==> src/rtl/wb_sequencer.sv <==
// Register-file write-back sequencer: merges ALU and queued load results into one
// registered write per cycle and tracks outstanding destinations for hazard detection.
module wb_sequencer #(
    parameter int unsigned XLEN     = 32,
    parameter int unsigned LQ_DEPTH = 4
) (
    input  logic                        clk,
    input  logic                        rst,
    input  logic                        alu_valid,
    input  logic [4:0]                  alu_rd,
    input  logic [XLEN-1:0]             alu_data,
    input  logic                        ld_valid,
    output logic                        ld_ready,
    input  logic [4:0]                  ld_rd,
    input  logic [XLEN-1:0]             ld_data,
    input  logic                        iss_valid,
    input  logic [4:0]                  iss_rd,
    input  logic [4:0]                  chk1_rg,
    input  logic [4:0]                  chk2_rg,
    output logic                        hazard,
    output logic [31:0]                 pend,
    output logic                        lq_full,
    output logic [$clog2(LQ_DEPTH):0]   lq_count,
    output logic                        w_en,
    output logic [4:0]                  write_rg,
    output logic [XLEN-1:0]             write_data
);

    localparam int unsigned PW = $clog2(LQ_DEPTH);
    localparam int unsigned CW = PW + 1;

    logic [4:0]      lq_rd_mem   [LQ_DEPTH];
    logic [XLEN-1:0] lq_data_mem [LQ_DEPTH];
    logic [PW-1:0]   rd_ptr;
    logic [PW-1:0]   wr_ptr;

    logic            enq;
    logic            deq;
    logic            sel_alu;
    logic            sel_valid;
    logic [4:0]      sel_rd;
    logic [XLEN-1:0] sel_data;
    logic [31:0]     pend_nxt;
    logic            hit1;
    logic            hit2;

    // Readiness comes only from registered occupancy, never from a same-cycle dequeue
    assign lq_full  = (lq_count == CW'(LQ_DEPTH));
    assign ld_ready = !lq_full;

    // Source selection: ALU first, then queue head; x0 destinations are dropped
    always_comb begin
        enq       = ld_valid && ld_ready && (ld_rd != 5'd0);
        sel_alu   = alu_valid && (alu_rd != 5'd0);
        deq       = !sel_alu && (lq_count != CW'(0));
        sel_valid = sel_alu || deq;
        sel_rd    = sel_alu ? alu_rd : lq_rd_mem[rd_ptr];
        sel_data  = sel_alu ? alu_data : lq_data_mem[rd_ptr];
    end

    // Scoreboard update: clear on output-stage load, new issue overrides the clear
    always_comb begin
        pend_nxt = pend;
        if (sel_valid) begin
            pend_nxt[sel_rd] = 1'b0;
        end
        if (iss_valid && (iss_rd != 5'd0)) begin
            pend_nxt[iss_rd] = 1'b1;
        end
        pend_nxt[0] = 1'b0;
    end

    // Output-stage match covers the cycle before the regfile commits
    always_comb begin
        hit1   = (chk1_rg != 5'd0) && (pend[chk1_rg] || (w_en && (write_rg == chk1_rg)));
        hit2   = (chk2_rg != 5'd0) && (pend[chk2_rg] || (w_en && (write_rg == chk2_rg)));
        hazard = hit1 || hit2;
    end

    always_ff @(posedge clk) begin
        if (enq) begin
            lq_rd_mem[wr_ptr]   <= ld_rd;
            lq_data_mem[wr_ptr] <= ld_data;
        end
    end

    always_ff @(posedge clk or negedge rst) begin
        if (!rst) begin
            rd_ptr   <= '0;
            wr_ptr   <= '0;
            lq_count <= '0;
        end else begin
            if (enq) begin
                wr_ptr <= wr_ptr + PW'(1);
            end
            if (deq) begin
                rd_ptr <= rd_ptr + PW'(1);
            end
            lq_count <= lq_count + CW'(enq) - CW'(deq);
        end
    end

    always_ff @(posedge clk or negedge rst) begin
        if (!rst) begin
            w_en       <= 1'b0;
            write_rg   <= 5'd0;
            write_data <= '0;
            pend       <= '0;
        end else begin
            pend <= pend_nxt;
            w_en <= sel_valid;
            if (sel_valid) begin
                write_rg   <= sel_rd;
                write_data <= sel_data;
            end
        end
    end

endmodule

==> config.mk <==
export PLATFORM = sky130hd
export DESIGN_NAME = wb_sequencer
export DESIGN_NICKNAME = d
export VERILOG_FILES = /design/src/rtl/wb_sequencer.sv
export SDC_FILE = /design/constraint.sdc
export NUM_CORES = 1
export LEC_CHECK = 0
export BUFFER_PORTS_ARGS = -buffer_cell sky130_fd_sc_hd__buf_4
export CAP_MARGIN = 20
export CORE_MARGIN = 2
export CORE_UTILIZATION = 35
export DETAILED_ROUTE_END_ITERATION = 16
export REMOVE_ABC_BUFFERS = 1
export SLEW_MARGIN = 40
export SYNTH_ARGS = -nofsm -noshare
export SYNTH_HDL_FRONTEND = slang
export SYNTH_SLANG_ARGS = --single-unit
==> constraint.sdc <==
create_clock -name clk -period 2.04 [get_ports clk]
set_input_delay 0.102 -clock clk [delete_from_list [all_inputs] [get_ports clk]]
set_output_delay 0.102 -clock clk [all_outputs]
set_load 0.01 [all_outputs]
# Word-level counts from Yosys, hierarchy flattened
# Memories as Yosys holds them, arrays and structs flattened.
# Cells that the tools add are included.
# totals
register_bits	76
in_bits	94
memories	2
mem_bits_rw	148
# mem_list
name	depth	width	read_ports	rd_ports_with_merged_regs	write_ports	line	rtl
lq_data_mem	4	32	1	0	1	33	logic [XLEN-1:0] lq_data_mem [LQ_DEPTH];
lq_rd_mem	4	5	1	0	1	32	logic [4:0] lq_rd_mem [LQ_DEPTH];
# op_classes
addsub	4
reduce_logical	23
eq_ne	3
n_mux	14
bitwise_logic	3
magnitude_cmp	6
# op_table
op	n
32-bit two-way mux	3
32-bit AND	1
32-bit inverter	1
32-bit bitwise OR	1
5-bit nonzero test	5
5-bit by 6-bit less-than comparator with 1-bit output (second input constant)	4
1-bit logical AND	11
1-bit binary-select mux with 5-bit select	2
1-bit demux with 5-bit select	2
5-bit equality test	2
5-bit by 1-bit greater-or-equal comparator with 1-bit output (second input constant)	2
1-bit two-way mux	6
5-bit two-way mux	1
2-bit by 1-bit adder with 2-bit output (second input constant)	2
1-bit logical OR	4
3-bit by 1-bit adder with 3-bit output	1
3-bit equality test (second input constant)	1
3-bit nonzero test	1
3-bit by 1-bit subtractor with 3-bit output	1
1-bit logical NOT	2

# Depth between registers and ports, before layout
# Gate-level depths: netlist (run 1).
# depth
word_depth	12
ltp_mapped	10

# Worst setup path before layout (run 1)
# No wires, ideal clock.
# synth_path
kind	in2reg
startpoint	input alu_rd[1]
endpoint	register lq_count[2]
arrival_ns	2.214
cell_stages	10
n_path_buf	1
setup_slack_ns	-0.300
required_time_ns	1.914
cell_sequence	or4_4 > o21a_1 > clkbuf_1 > nor2_1 > ha_1 > inv_1 > ha_1 > fa_1 > xor2_1 > xnor2_1
# synth_between
elab_chain_len	5
# synth_rtl
item	line	rtl
start, declared	10	input logic [4:0] alu_rd,
5-bit nonzero test	54	sel_alu = alu_valid && (alu_rd != 5'd0);
1-bit logical AND	54	
1-bit logical NOT	55	deq = !sel_alu && (lq_count != CW'(0));
1-bit logical AND	55	
named net deq	38	logic deq;
3-bit by 1-bit subtractor with 3-bit output	99	lq_count <= lq_count + CW'(enq) - CW'(deq);
end signal, assigned	99	
end, declared	23	output logic [$clog2(LQ_DEPTH):0] lq_count,
# The timed path passes the listed nets, and every way through them passes these cells.
# A chain may end at the register's enable or synchronous reset.

# Worst setup path after layout (run 1)
# layout_path
startpoint	register pend[19]
endpoint	output hazard
# layout_between
elab_chain_len	5
# layout_rtl
item	line	rtl
start, declared	21	output logic [31:0] pend,
start signal, assigned	110	pend <= pend_nxt;
1-bit binary-select mux with 5-bit select, on equally long branches	75, 76	
1-bit two-way mux, on equally long branches	75, 76	
1-bit logical OR, on equally long branches	75, 76	
1-bit logical AND, on equally long branches	75, 76	
1-bit logical OR (*)	77	hazard = hit1 || hit2;
end, declared	20	output logic hazard,
# Every way passes the cells marked *; elsewhere a longest branch is shown, timed or not. The select of a mux whose other input is x is not followed.

==> results.json, run 1 <==
{
  "outcome": "finished, violations left",
  "violations": "setup timing",
  "antennaDiodeCount": 0,
  "slew_of_the_pin_with_the_lowest_slew_margin_ns": 0.619,
  "critical_path.cell_chain": "mux4_2, mux4_2, a211oi_2, o32ai_1, buf_4",
  "worst_path_most_repeated_cell": "sky130_fd_sc_hd__mux4_2",
  "hold_class": "in2reg",
  "maxcap_viol_count": 0,
  "worst-endpoint-arrival_ns": 2.34,
  "unrepaired_setup_endpoints_after_global_routing": "true",
  "cp.depth": 5,
  "critPathSlowestCell": "sky130_fd_sc_hd__mux4_2",
  "worstSetupEndpointType": "output pin",
  "grt_max_degree": 67,
  "synthArstFlopShare": 0.339,
  "critical_path_required_ns": 1.94,
  "yosys-top-cells-area": "sky130_fd_sc_hd__edfxtp_1 47%, sky130_fd_sc_hd__dfrtp_1 20%, sky130_fd_sc_hd__mux4_2 13%",
  "die_h_um": 168,
  "mappedNetlistArea_um2": 9430,
  "track_usage": 0.161,
  "drt_pass1_iterations": 4,
  "fin_setup_tns_ns": -0.630,
  "vias": 6285,
  "switching_power_of_the_nets_w": 0.00565,
  "n_fill_cell": 2280,
  "crit_path_category": "reg2out",
  "power_frac_seq": 0.379,
  "place.gp.congestion": 0.786,
  "areaGrowthSynthToFinish_pct": 43.0,
  "p_leak_nw": 5.21,
  "postLayoutCellArea_um2": 13500,
  "busiest_layer": "met2",
  "clock_insertion_delay_worst_skew_ns": 0.51,
  "synth-seq-area-share": 0.673,
  "cts-root-to-sink-buffers": 3,
  "max_fo_critical_path": 4,
  "power.share.switching": 0.313,
  "synth_edf_count": 148,
  "startpoint_type": "register",
  "cp.buffers_inverters": 1,
  "cts_made_buffers": 24,
  "fmax_mhz": 409,
  "num-nets-final": 1005,
  "synth_top_area_frac": 0.471,
  "syn-instance-count": 586,
  "use_met2": 0.278,
  "synth.cells.most_frequent": "148 x sky130_fd_sc_hd__edfxtp_1, 77 x sky130_fd_sc_hd__o21ai_0, 76 x sky130_fd_sc_hd__dfrtp_1, 53 x sky130_fd_sc_hd__mux4_2, 44 x sky130_fd_sc_hd__nand2_1",
  "ir_worst_vdd_mv": 0.625,
  "synth_seq_cells": 224,
  "cts-htree-levels": 1,
  "synth.avg_cell_area_um2": 16.1,
  "register_to_register_path_setup_slack_ns": -0.04,
  "slew_violations": 0,
  "detailedRoute.firstIterationViolations": 294,
  "synthesis.yosys.warnings": 0,
  "setup_viol": 10,
  "io_buffer_count": 168,
  "report.final.hold_viol_count": 0,
  "drc": 0,
  "post-synth-top-area-cell": "sky130_fd_sc_hd__edfxtp_1",
  "p_total_w": 0.0181,
  "routed_wl_um": 22900,
  "power.density_cell_area_nw_per_um2": 1340,
  "internal-power_w": 0.0124,
  "ios": 170,
  "synth.lib_cells_used.distinct": 46,
  "final.period_utilization": 1.20,
  "route.detailed.vias_per_inst": 4.98,
  "portion_of_total_power_attributed_to_combinational_logic": 0.387,
  "start_util": 0.353,
  "timing.clock.skew_ns": 0.0121,
  "coreArea_um2": 26700,
  "place_area_um2": 11500,
  "worst_setup_hold_path_clk_slew_ns": 0.06,
  "drive_gt1_frac": 0.421,
  "numClockSinks": 224,
  "crit_path_max_incr_delay_ns": 0.51,
  "timing.slew.headroom": 0.587,
  "globalRoute.totalOverflow": 0,
  "antenna_found_initial": 0,
  "grt.met3_usage": 0.0331,
  "timing.hold.worst_path_depth": 3,
  "first_global_vias": 6379,
  "die-width_um": 168,
  "yosys_most_used_dff": "sky130_fd_sc_hd__edfxtp_1",
  "global_route.usage.met1": 0.214,
  "setup_slack_ns": -0.406,
  "die-area_um2": 28300,
  "period_needed_ns": 2.45,
  "finalHoldWorstSlack_ns": 0.0368,
  "grt_pass1_wl_um": 35800,
  "synthMostInstantiatedCell": "sky130_fd_sc_hd__edfxtp_1",
  "route.antenna.remaining_nets": 0,
  "floorplan.rows": 60,
  "cts_tree": "yes",
  "placed_wire_length_estimate_after_detailed_placement_um": 15300,
  "avgRoutedWirePerCell_um": 18.2,
  "cts-root-buf": "sky130_fd_sc_hd__clkbuf_16",
  "pwr-share-clk": 0.234,
  "reg2reg_depth": 5,
  "cp_top_family": "multiplexers"
}
## worst paths after layout
kind	startpoint	to
setup / recovery	pend[19]$_DFF_PN0_	hazard
hold reg to reg	pend[9]$_DFF_PN0_	pend[9]$_DFF_PN0_
max in group asynchronous	rst	write_data[7]$_DFFE_PN0N_
min in group asynchronous	rst	rd_ptr[1]$_DFFE_PN0P_
setup reg to reg	rd_ptr[0]$_DFFE_PN0P_	pend[8]$_DFF_PN0_
hold / removal	iss_rd[0]	pend[24]$_DFF_PN0_
## cells by family after synthesis
family                     Yosys count  share of synthesized area
buffers and inverters               40                     0.0171
other                                1                   0.000398
AOI/OAI and AO/OA                  113                     0.0653
and+or+nand+nor                     92                     0.0490
DFF                                224                      0.673
muxes                               95                      0.172
adders and majority gates            7                     0.0101
xor gates and xnor gates            14                     0.0130
## cell type report
class / count / area (um2) / area share
clock buffers: 29 / 651 / 0.0482
clock inverters: 14 / 121 / 0.00900
inverters: 12 / 45.0 / 0.00334
multi-input cells: 322 / 3160 / 0.234
flip-flops and latches: 224 / 6350 / 0.471
well taps: 341 / 427 / 0.0316
repair buffers: 320 / 2730 / 0.203
## power by group through the flow
stage | clock, W | sequential [W] | combinational (W)
global route | 0.00455 | 0.00699 | 0.00760
CTS | 0.00436 | 0.00682 | 0.00659
detailed placement | 0 | 0.00691 | 0.00619
global placement | 0 | 0.00688 | 0.00613
finish | 0.00423 | 0.00684 | 0.00699
floorplan | 0 | 0.00731 | 0.00282
## layer usage
| layer | vias to the layer above | wire [um] |
|---|---|---|
| li1 | 2917 | - |
| met1 | 3148 | 9710 |
| met2 | 197 | 11600 |
| met3 | 23 | 1380 |
| met4 | 0 | 233 |
| met5 | - | 0 |
## stage by stage
stage / util / std cells / worst slack, ns
CTS: 0.495 / 1257 / -0.413
detailed placement: 0.432 / 1127 / -0.241
floorplan: - / 558 / -3.63
global placement: 0.432 / 1127 / -0.209
global route: 0.505 / 1262 / -0.484
finish: 0.505 / 1262 / -0.406
## worst register-to-register path: stages (launching register included)
cell	delay, ns
sky130_fd_sc_hd__dfrtp_2	0.49
sky130_fd_sc_hd__mux4_2	0.59
sky130_fd_sc_hd__mux2_4	0.30
sky130_fd_sc_hd__or3_4	0.38
sky130_fd_sc_hd__o21ai_2	0.14
sky130_fd_sc_hd__o21ai_1	0.07
## cell usage in the layout, fill, tap and decap left out, types with 4 or more instances in the layout
| cell type | instances |
|---|---|
| sky130_fd_sc_hd__dfrtp_1 | 73 |
| sky130_fd_sc_hd__nor2_1 | 10 |
| sky130_fd_sc_hd__buf_12 | 7 |
| sky130_fd_sc_hd__buf_4 | 225 |
| sky130_fd_sc_hd__xnor2_1 | 5 |
| sky130_fd_sc_hd__o21ai_2 | 20 |
| sky130_fd_sc_hd__and2_2 | 4 |
| sky130_fd_sc_hd__nand2_1 | 44 |
| sky130_fd_sc_hd__buf_6 | 9 |
| sky130_fd_sc_hd__inv_1 | 12 |
| sky130_fd_sc_hd__ha_1 | 5 |
| sky130_fd_sc_hd__or3_4 | 4 |
| sky130_fd_sc_hd__nand3_4 | 4 |
| sky130_fd_sc_hd__mux2i_1 | 36 |
| sky130_fd_sc_hd__nand3b_1 | 5 |
| sky130_fd_sc_hd__xor2_1 | 8 |
| sky130_fd_sc_hd__mux4_2 | 53 |
| sky130_fd_sc_hd__o21ai_0 | 35 |
| sky130_fd_sc_hd__nand3_1 | 4 |
| sky130_fd_sc_hd__clkbuf_16 | 26 |
| sky130_fd_sc_hd__edfxtp_1 | 148 |
| sky130_fd_sc_hd__clkinv_1 | 6 |
| sky130_fd_sc_hd__dlygate4sd3_1 | 76 |
| sky130_fd_sc_hd__a21oi_1 | 4 |
| sky130_fd_sc_hd__o21ai_1 | 41 |
## state kept, by name, summed over array words and instances, names as in the netlist, 2 cells and up
register,cells
pend,31
lq_count,3
lq_rd_mem,20
lq_data_mem,128
wr_ptr,2
write_rg,5
write_data,32
rd_ptr,2
## repair_timing
action	in CTS	in global routing
cloned	0	2
endpoints found under the hold margin	281	0
buffers inserted	10	4
endpoints found under the setup margin	23	47
pin swaps	10	28
hold buffers	77	0
resized for setup	25	80
(Power assumes the default switching activity.)
==> run 2: changes to the inputs <==
--- a/config.mk
+++ b/config.mk
@@ -7,9 +7,12 @@
 export LEC_CHECK = 0
 export BUFFER_PORTS_ARGS = -buffer_cell sky130_fd_sc_hd__buf_4
 export CAP_MARGIN = 20
+export CELL_PAD_IN_SITES_DETAIL_PLACEMENT = 0
+export CELL_PAD_IN_SITES_GLOBAL_PLACEMENT = 1
 export CORE_MARGIN = 2
-export CORE_UTILIZATION = 35
+export CORE_UTILIZATION = 30
 export DETAILED_ROUTE_END_ITERATION = 16
+export PLACE_DENSITY_LB_ADDON = 0.1
 export REMOVE_ABC_BUFFERS = 1
 export SLEW_MARGIN = 40
 export SYNTH_ARGS = -nofsm -noshare
==> run 2 against run 1 <==
The run still ends with setup timing left; utilization fell by 6.6 points; total power is 0.16% higher; critical path depth unchanged; worst setup slack got worse by 0.082 ns; register-to-register slack improved by 0.02 ns; global-route usage fell by 1.0 points; clock power barely moved; final area is essentially flat; sequential power barely moved; via count shrank 0.30%; largest cell class unchanged; highest routed layer unchanged.
==> results.json, run 2 (synthesis gave the netlist of run 1 again) <==
{
  "outcome": "finished, violations left",
  "violations": "setup timing",
  "track_usage": 0.150,
  "final_cell_mix": "233 x sky130_fd_sc_hd__buf_4, 148 x sky130_fd_sc_hd__edfxtp_1, 77 x sky130_fd_sc_hd__dlygate4sd3_1, 74 x sky130_fd_sc_hd__dfrtp_1, 53 x sky130_fd_sc_hd__mux4_2",
  "reg_top3": "lq_data_mem (128), write_data (32), pend (31)",
  "final_cell_count_no_fill": 1320,
  "cts-root-buf": "sky130_fd_sc_hd__clkbuf_16",
  "floorplan.rows": 64,
  "globalRoute.totalOverflow": 0,
  "power.density_cell_area_nw_per_um2": 1340,
  "startpoint": "pend[31]$_DFF_PN0_",
  "worst_setup_hold_path_clk_slew_ns": 0.06,
  "ios": 170,
  "setup_slack_ns": -0.488,
  "unrepaired_setup_endpoints_after_global_routing": "true",
  "largest_register_ffs": 128,
  "drive_gt1_frac": 0.419,
  "power_frac_seq": 0.377,
  "cp.depth": 5,
  "die_h_um": 181,
  "switching_power_of_the_nets_w": 0.00566,
  "portion_of_total_power_attributed_to_combinational_logic": 0.388,
  "reg_to_reg_critical_path_endpoint": "pend[27]$_DFF_PN0_",
  "place_area_um2": 11600,
  "worst-endpoint-arrival_ns": 2.43,
  "die-width_um": 181,
  "clock_insertion_delay_worst_skew_ns": 0.51,
  "ir_worst_vdd_mv": 0.930,
  "setup_viol": 4,
  "grt_max_degree": 67,
  "vias": 6266,
  "io_buffer_count": 168,
  "maxcap_viol_count": 0,
  "coreArea_um2": 30700,
  "timing.hold.worst_path_depth": 3,
  "registers.top_by_ff_count": "lq_data_mem",
  "final.period_utilization": 1.24,
  "report.final.hold_viol_count": 0,
  "die-area_um2": 32900,
  "routed_wl_um": 24900,
  "grt_pass1_wl_um": 38300,
  "reg2reg_depth": 5,
  "route.antenna.remaining_nets": 0,
  "cts_made_buffers": 25,
  "worstSetupEndpointType": "output pin",
  "crit_path_max_incr_delay_ns": 0.55,
  "power.share.switching": 0.313,
  "r2r-start": "rd_ptr[0]$_DFFE_PN0P_",
  "detailedRoute.firstIterationViolations": 354,
  "max_fo_critical_path": 3,
  "num-nets-final": 1007,
  "slew_violations": 0,
  "areaGrowthSynthToFinish_pct": 43.1,
  "antennaDiodeCount": 0,
  "hold_class": "in2reg",
  "worst_hold_startpoint": "iss_rd[1]",
  "startpoint_type": "register",
  "register_to_register_path_setup_slack_ns": -0.02,
  "avgRoutedWirePerCell_um": 18.8,
  "critical_path_required_ns": 1.94,
  "cp_top_family": "multiplexers",
  "cp.buffers_inverters": 1,
  "crit_path_category": "reg2out",
  "placed_wire_length_estimate_after_detailed_placement_um": 16800,
  "timing.slew.headroom": 0.559,
  "drc": 0,
  "p_leak_nw": 5.21,
  "pwr-share-clk": 0.235,
  "critical_path.cell_chain": "mux4_2, mux4_2, a211oi_2, o32ai_1, buf_4",
  "final_common_cell": "sky130_fd_sc_hd__buf_4",
  "timing.clock.skew_ns": 0.00753,
  "slew_of_the_pin_with_the_lowest_slew_margin_ns": 0.661,
  "internal-power_w": 0.0124,
  "n_fill_cell": 2836,
  "first_global_vias": 6770,
  "worst_path_most_repeated_cell": "sky130_fd_sc_hd__mux4_2",
  "fmax_mhz": 396,
  "cts_tree": "yes",
  "route.detailed.vias_per_inst": 4.75,
  "cts-root-to-sink-buffers": 3,
  "whs_endpoint": "pend[24]$_DFF_PN0_",
  "numClockSinks": 224,
  "critPathSlowestCell": "sky130_fd_sc_hd__mux4_2",
  "antenna_found_initial": 0,
  "start_util": 0.307,
  "period_needed_ns": 2.53,
  "place_inst": 1183,
  "cts-htree-levels": 1,
  "place.gp.congestion": 0.795,
  "drt_pass1_iterations": 4,
  "postLayoutCellArea_um2": 13500
}
-- run 2: cell types whose count changed in the layout (fill, tap and decap cells not counted), sizes merged --
cell,change
clkbuf,+8
clkinv,-3
buf,+1
dlymetal6s4s,-1
dlygate4sd3,+1
clkinvlp,-2
bufinv,-1
-- run 2: routing by layer --
layer,wire length (um),track usage,up-vias
li1,-,-,2907
met1,9910,0.182,3127
met2,13000,0.274,194
met3,1390,0.0278,38
met4,531,0.0420,0
met5,0,0,-
-- run 2: how the worst max path moves through the flow --
stage / to / slack (ns)
after global placement: lq_count[2]$_DFF_PN0_ / -0.21
final: hazard / -0.49
after floorplan: lq_count[2]$_DFF_PN0_ / -3.63
after CTS: hazard / -0.52
after detailed placement: lq_count[2]$_DFF_PN0_ / -0.24
after global routing: hazard / -0.56
-- run 2: repair_timing --
| item | CTS | global route |
|---|---|---|
| endpoints found under the hold margin | 235 | 0 |
| pin swaps | 11 | 20 |
| buffers inserted | 8 | 6 |
| hold buffers | 77 | 0 |
| gates cloned | 0 | 1 |
| resized for setup | 33 | 57 |
| endpoints found under the setup margin | 45 | 35 |
-- run 2: layout make-up --
| class | count | area, um2 | share of cell area |
|---|---|---|---|
| Sequential cell | 224 | 6350 | 0.470 |
| Multi-Input combinational cell | 322 | 3110 | 0.231 |
| Timing Repair Buffer | 321 | 2710 | 0.201 |
| Clock buffer | 37 | 722 | 0.0535 |
| Tap cell | 396 | 495 | 0.0367 |
| Clock inverter | 8 | 62.6 | 0.00464 |
| Inverter | 12 | 45.0 | 0.00334 |
-- run 2: stage by stage --
step	hold WS (ns)	TNS [ns]	utilization	power (W)	setup slack, ns
floorplan	-0.194	-231.89	-	0.0101	-3.63
global placement	0.113	-3.96	0.377	0.0131	-0.214
detailed placement	0.133	-5.59	0.377	0.0133	-0.242
CTS	0.00925	-0.685	0.431	0.0180	-0.518
global route	0.0614	-1.86	0.439	0.0192	-0.560
finish	0.0565	-0.535	0.439	0.0181	-0.488
-- run 2: power by group through the flow --
stage | clock network (W) | logic [W] | registers [W]
after detailed placement | 0 | 0.00635 | 0.00692
final | 0.00425 | 0.00701 | 0.00682
after global routing | 0.00459 | 0.00765 | 0.00697
after floorplan | 0 | 0.00282 | 0.00731
after global placement | 0 | 0.00624 | 0.00684
after CTS | 0.00442 | 0.00671 | 0.00683
-- run 2: tightest hold or removal path, cell delays in order --
cell and delay, ns:
sky130_fd_sc_hd__buf_4 0.09, sky130_fd_sc_hd__or3b_2 0.24, sky130_fd_sc_hd__o21ai_1 0.09
==> run 3: changes to the inputs <==
--- a/config.mk
+++ b/config.mk
@@ -5,12 +5,13 @@
 export SDC_FILE = /design/constraint.sdc
 export NUM_CORES = 1
 export LEC_CHECK = 0
+export ABC_AREA = 1
 export BUFFER_PORTS_ARGS = -buffer_cell sky130_fd_sc_hd__buf_4
 export CAP_MARGIN = 20
 export CELL_PAD_IN_SITES_DETAIL_PLACEMENT = 0
 export CELL_PAD_IN_SITES_GLOBAL_PLACEMENT = 1
 export CORE_MARGIN = 2
-export CORE_UTILIZATION = 30
+export CORE_UTILIZATION = 39
 export DETAILED_ROUTE_END_ITERATION = 16
 export PLACE_DENSITY_LB_ADDON = 0.1
 export REMOVE_ABC_BUFFERS = 1
==> run 3 against run 2 <==
The run now ends clean; largest power group is now registers; sequential power rose by 4.4%; final area rose by 0.40%; utilization grew 9.9 points; critical path depth is 6 higher; combinational power decreased by 4.0%.
==> results.json, run 3 <==
{
  "placed_wire_length_estimate_after_detailed_placement_um": 18600,
  "first_global_vias": 8075,
  "final.period_utilization": 0.939,
  "worstSetupEndpointType": "register",
  "final_common_cell": "sky130_fd_sc_hd__nand2_1",
  "place.gp.congestion": 0.801,
  "power.density_cell_area_nw_per_um2": 1350,
  "power_frac_seq": 0.389,
  "die_h_um": 164,
  "report.final.hold_viol_count": 0,
  "ios": 170,
  "synth_top_area_frac": 0.445,
  "areaGrowthSynthToFinish_pct": 35.8,
  "p_leak_nw": 5.73,
  "worst_setup_hold_path_clk_slew_ns": 0.06,
  "pwr-share-clk": 0.243,
  "route.antenna.remaining_nets": 0,
  "registers.top_by_ff_count": "lq_data_mem",
  "synth.avg_cell_area_um2": 9.77,
  "yosys_most_used_dff": "sky130_fd_sc_hd__edfxtp_1",
  "fmax_mhz": 522,
  "register_to_register_path_setup_slack_ns": 0.13,
  "p_total_w": 0.0183,
  "power.share.switching": 0.360,
  "detailedRoute.firstIterationViolations": 490,
  "synth_edf_count": 148,
  "crit_path_category": "in2reg",
  "syn-instance-count": 1021,
  "avgRoutedWirePerCell_um": 17.0,
  "timing.slew.headroom": 0.629,
  "cts_tree": "yes",
  "globalRoute.totalOverflow": 0,
  "track_usage": 0.209,
  "floorplan.rows": 58,
  "die-area_um2": 26900,
  "hold_class": "in2reg",
  "portion_of_total_power_attributed_to_combinational_logic": 0.368,
  "drive_gt1_frac": 0.242,
  "grt_pass1_wl_um": 43700,
  "cts-root-buf": "sky130_fd_sc_hd__clkbuf_16",
  "drc": 0,
  "drt_pass1_iterations": 6,
  "largest_register_ffs": 128,
  "worst-endpoint-arrival_ns": 2.30,
  "antenna_found_initial": 0,
  "routed_wl_um": 28100,
  "setup_viol": 0,
  "max_fo_critical_path": 3,
  "cts-root-to-sink-buffers": 3,
  "antennaDiodeCount": 0,
  "synthesis.yosys.warnings": 0,
  "cts-htree-levels": 1,
  "maxcap_viol_count": 0,
  "vias": 8164,
  "final_cell_mix": "242 x sky130_fd_sc_hd__nand2_1, 216 x sky130_fd_sc_hd__buf_4, 148 x sky130_fd_sc_hd__edfxtp_1, 123 x sky130_fd_sc_hd__nor2_1, 111 x sky130_fd_sc_hd__o21ai_0",
  "route.detailed.vias_per_inst": 4.96,
  "slew_of_the_pin_with_the_lowest_slew_margin_ns": 0.552,
  "io_buffer_count": 168,
  "synth.cells.most_frequent": "243 x sky130_fd_sc_hd__nand2_1, 148 x sky130_fd_sc_hd__edfxtp_1, 128 x sky130_fd_sc_hd__nor2_1, 112 x sky130_fd_sc_hd__o21ai_0, 76 x sky130_fd_sc_hd__dfrtp_1",
  "grt_max_degree": 53,
  "mappedNetlistArea_um2": 9980,
  "post-synth-top-area-cell": "sky130_fd_sc_hd__edfxtp_1",
  "fin_util": 0.538,
  "synth-seq-area-share": 0.636,
  "ir_worst_vdd_mv": 0.766,
  "fin_setup_tns_ns": 0,
  "outcome": "completed",
  "num-nets-final": 1398,
  "start_util": 0.396,
  "coreArea_um2": 25200,
  "synth_seq_cells": 224,
  "synth.lib_cells_used.distinct": 32,
  "synthMostInstantiatedCell": "sky130_fd_sc_hd__nand2_1",
  "yosys-top-cells-area": "sky130_fd_sc_hd__edfxtp_1 45%, sky130_fd_sc_hd__dfrtp_1 19%, sky130_fd_sc_hd__nand2_1 9.1%",
  "critical_path_required_ns": 2.43,
  "internal-power_w": 0.0117,
  "synthArstFlopShare": 0.339,
  "timing.clock.skew_ns": 0.0194,
  "startpoint_type": "input port",
  "clock_insertion_delay_worst_skew_ns": 0.52,
  "period_needed_ns": 1.92,
  "cts_made_buffers": 25,
  "slew_violations": 0,
  "numClockSinks": 224,
  "reg_top3": "lq_data_mem (128), write_data (32), pend (31)",
  "die-width_um": 164,
  "switching_power_of_the_nets_w": 0.00657
}
[run 3: logic make-up after synthesis]
group / count (synthesis) / synth area share
adders and majority gates: 7 / 0.00953
xor gates and xnor gates: 6 / 0.00527
AOI/OAI and AO/OA: 204 / 0.111
and+or+nand+nor: 457 / 0.186
DFF: 224 / 0.636
buffers and inverters: 122 / 0.0522
other: 1 / 0.000376
[run 3: critical path, stage by stage]
cell,delay (ns)
sky130_fd_sc_hd__dlygate4sd3_1,0.57
sky130_fd_sc_hd__buf_4,0.15
sky130_fd_sc_hd__nor2_1,0.11
sky130_fd_sc_hd__nand3_2,0.12
sky130_fd_sc_hd__nand2_4,0.08
sky130_fd_sc_hd__inv_2,0.04
sky130_fd_sc_hd__nor2_1,0.19
sky130_fd_sc_hd__ha_1,0.27
sky130_fd_sc_hd__inv_1,0.06
sky130_fd_sc_hd__ha_1,0.16
sky130_fd_sc_hd__fa_2,0.43
[run 3: cell type report]
class                           instances  area [um2]
Timing Repair Buffer                  298        2480
Clock inverter                         16         169
Tap cell                              330         413
Multi-Input combinational cell        675        3190
Sequential cell                       224        6360
Fill cell                            2312       11600
Clock buffer                           30         654
Inverter                               73         279
[run 3: layer usage]
metal  wire length, um  vias to the layer above  share of wire  global-route usage
li1                  -                     4015              -                   -
met1             12900                     3914           0.46               0.293
met2             13300                      201           0.48               0.348
met3              1400                       34          0.050              0.0323
met4               436                        0          0.016              0.0435
met5                 0                        -              0                   0
[run 3: path summary, 6_finish.rpt]
path | start | endpoint | depth (start not counted)
max | alu_rd[3] | lq_count[1]$_DFF_PN0_ | 11
min | iss_rd[1] | pend[8]$_DFF_PN0_ | 5
max reg2reg | lq_count[2]$_DFF_PN0_ | lq_count[2]$_DFF_PN0_ | 7
min reg2reg | pend[25]$_DFF_PN0_ | pend[25]$_DFF_PN0_ | 2
max in group asynchronous | rst | write_data[13]$_DFFE_PN0N_ | 3
min in group asynchronous | rst | write_data[27]$_DFFE_PN0N_ | 3
[run 3: power groups by stage]
stage	Clock [W]	Sequential, W	Combinational (W)
after floorplan	0	0.00737	0.00293
after global placement	0	0.00720	0.00627
after detailed placement	0	0.00721	0.00632
after CTS	0.00454	0.00713	0.00646
after global routing	0.00474	0.00726	0.00752
final	0.00444	0.00712	0.00673
[run 3: what timing repair did]
item / 4_1_cts / 5_1_grt
buffers inserted: 0 / 17
hold buffers: 76 / 0
hold endpoints to repair: 286 / 0
resized for setup: 1 / 32
endpoints found under the setup margin: 1 / 30
pin swaps: 0 / 2
[run 3: per-stage QoR]
step	instance area [um2]	setup slack, ns	std cells	hold WS [ns]
3_5_place_dp	11800	0.0135	1507	0.112
3_3_place_gp	11800	0.0545	1507	0.107
5_1_grt	13500	-0.00252	1646	0.0365
4_1_cts	13400	0.0535	1629	0.00617
2_1_floorplan	9740	-1.08	972	-0.194
6_report	13500	0.124	1646	0.0194
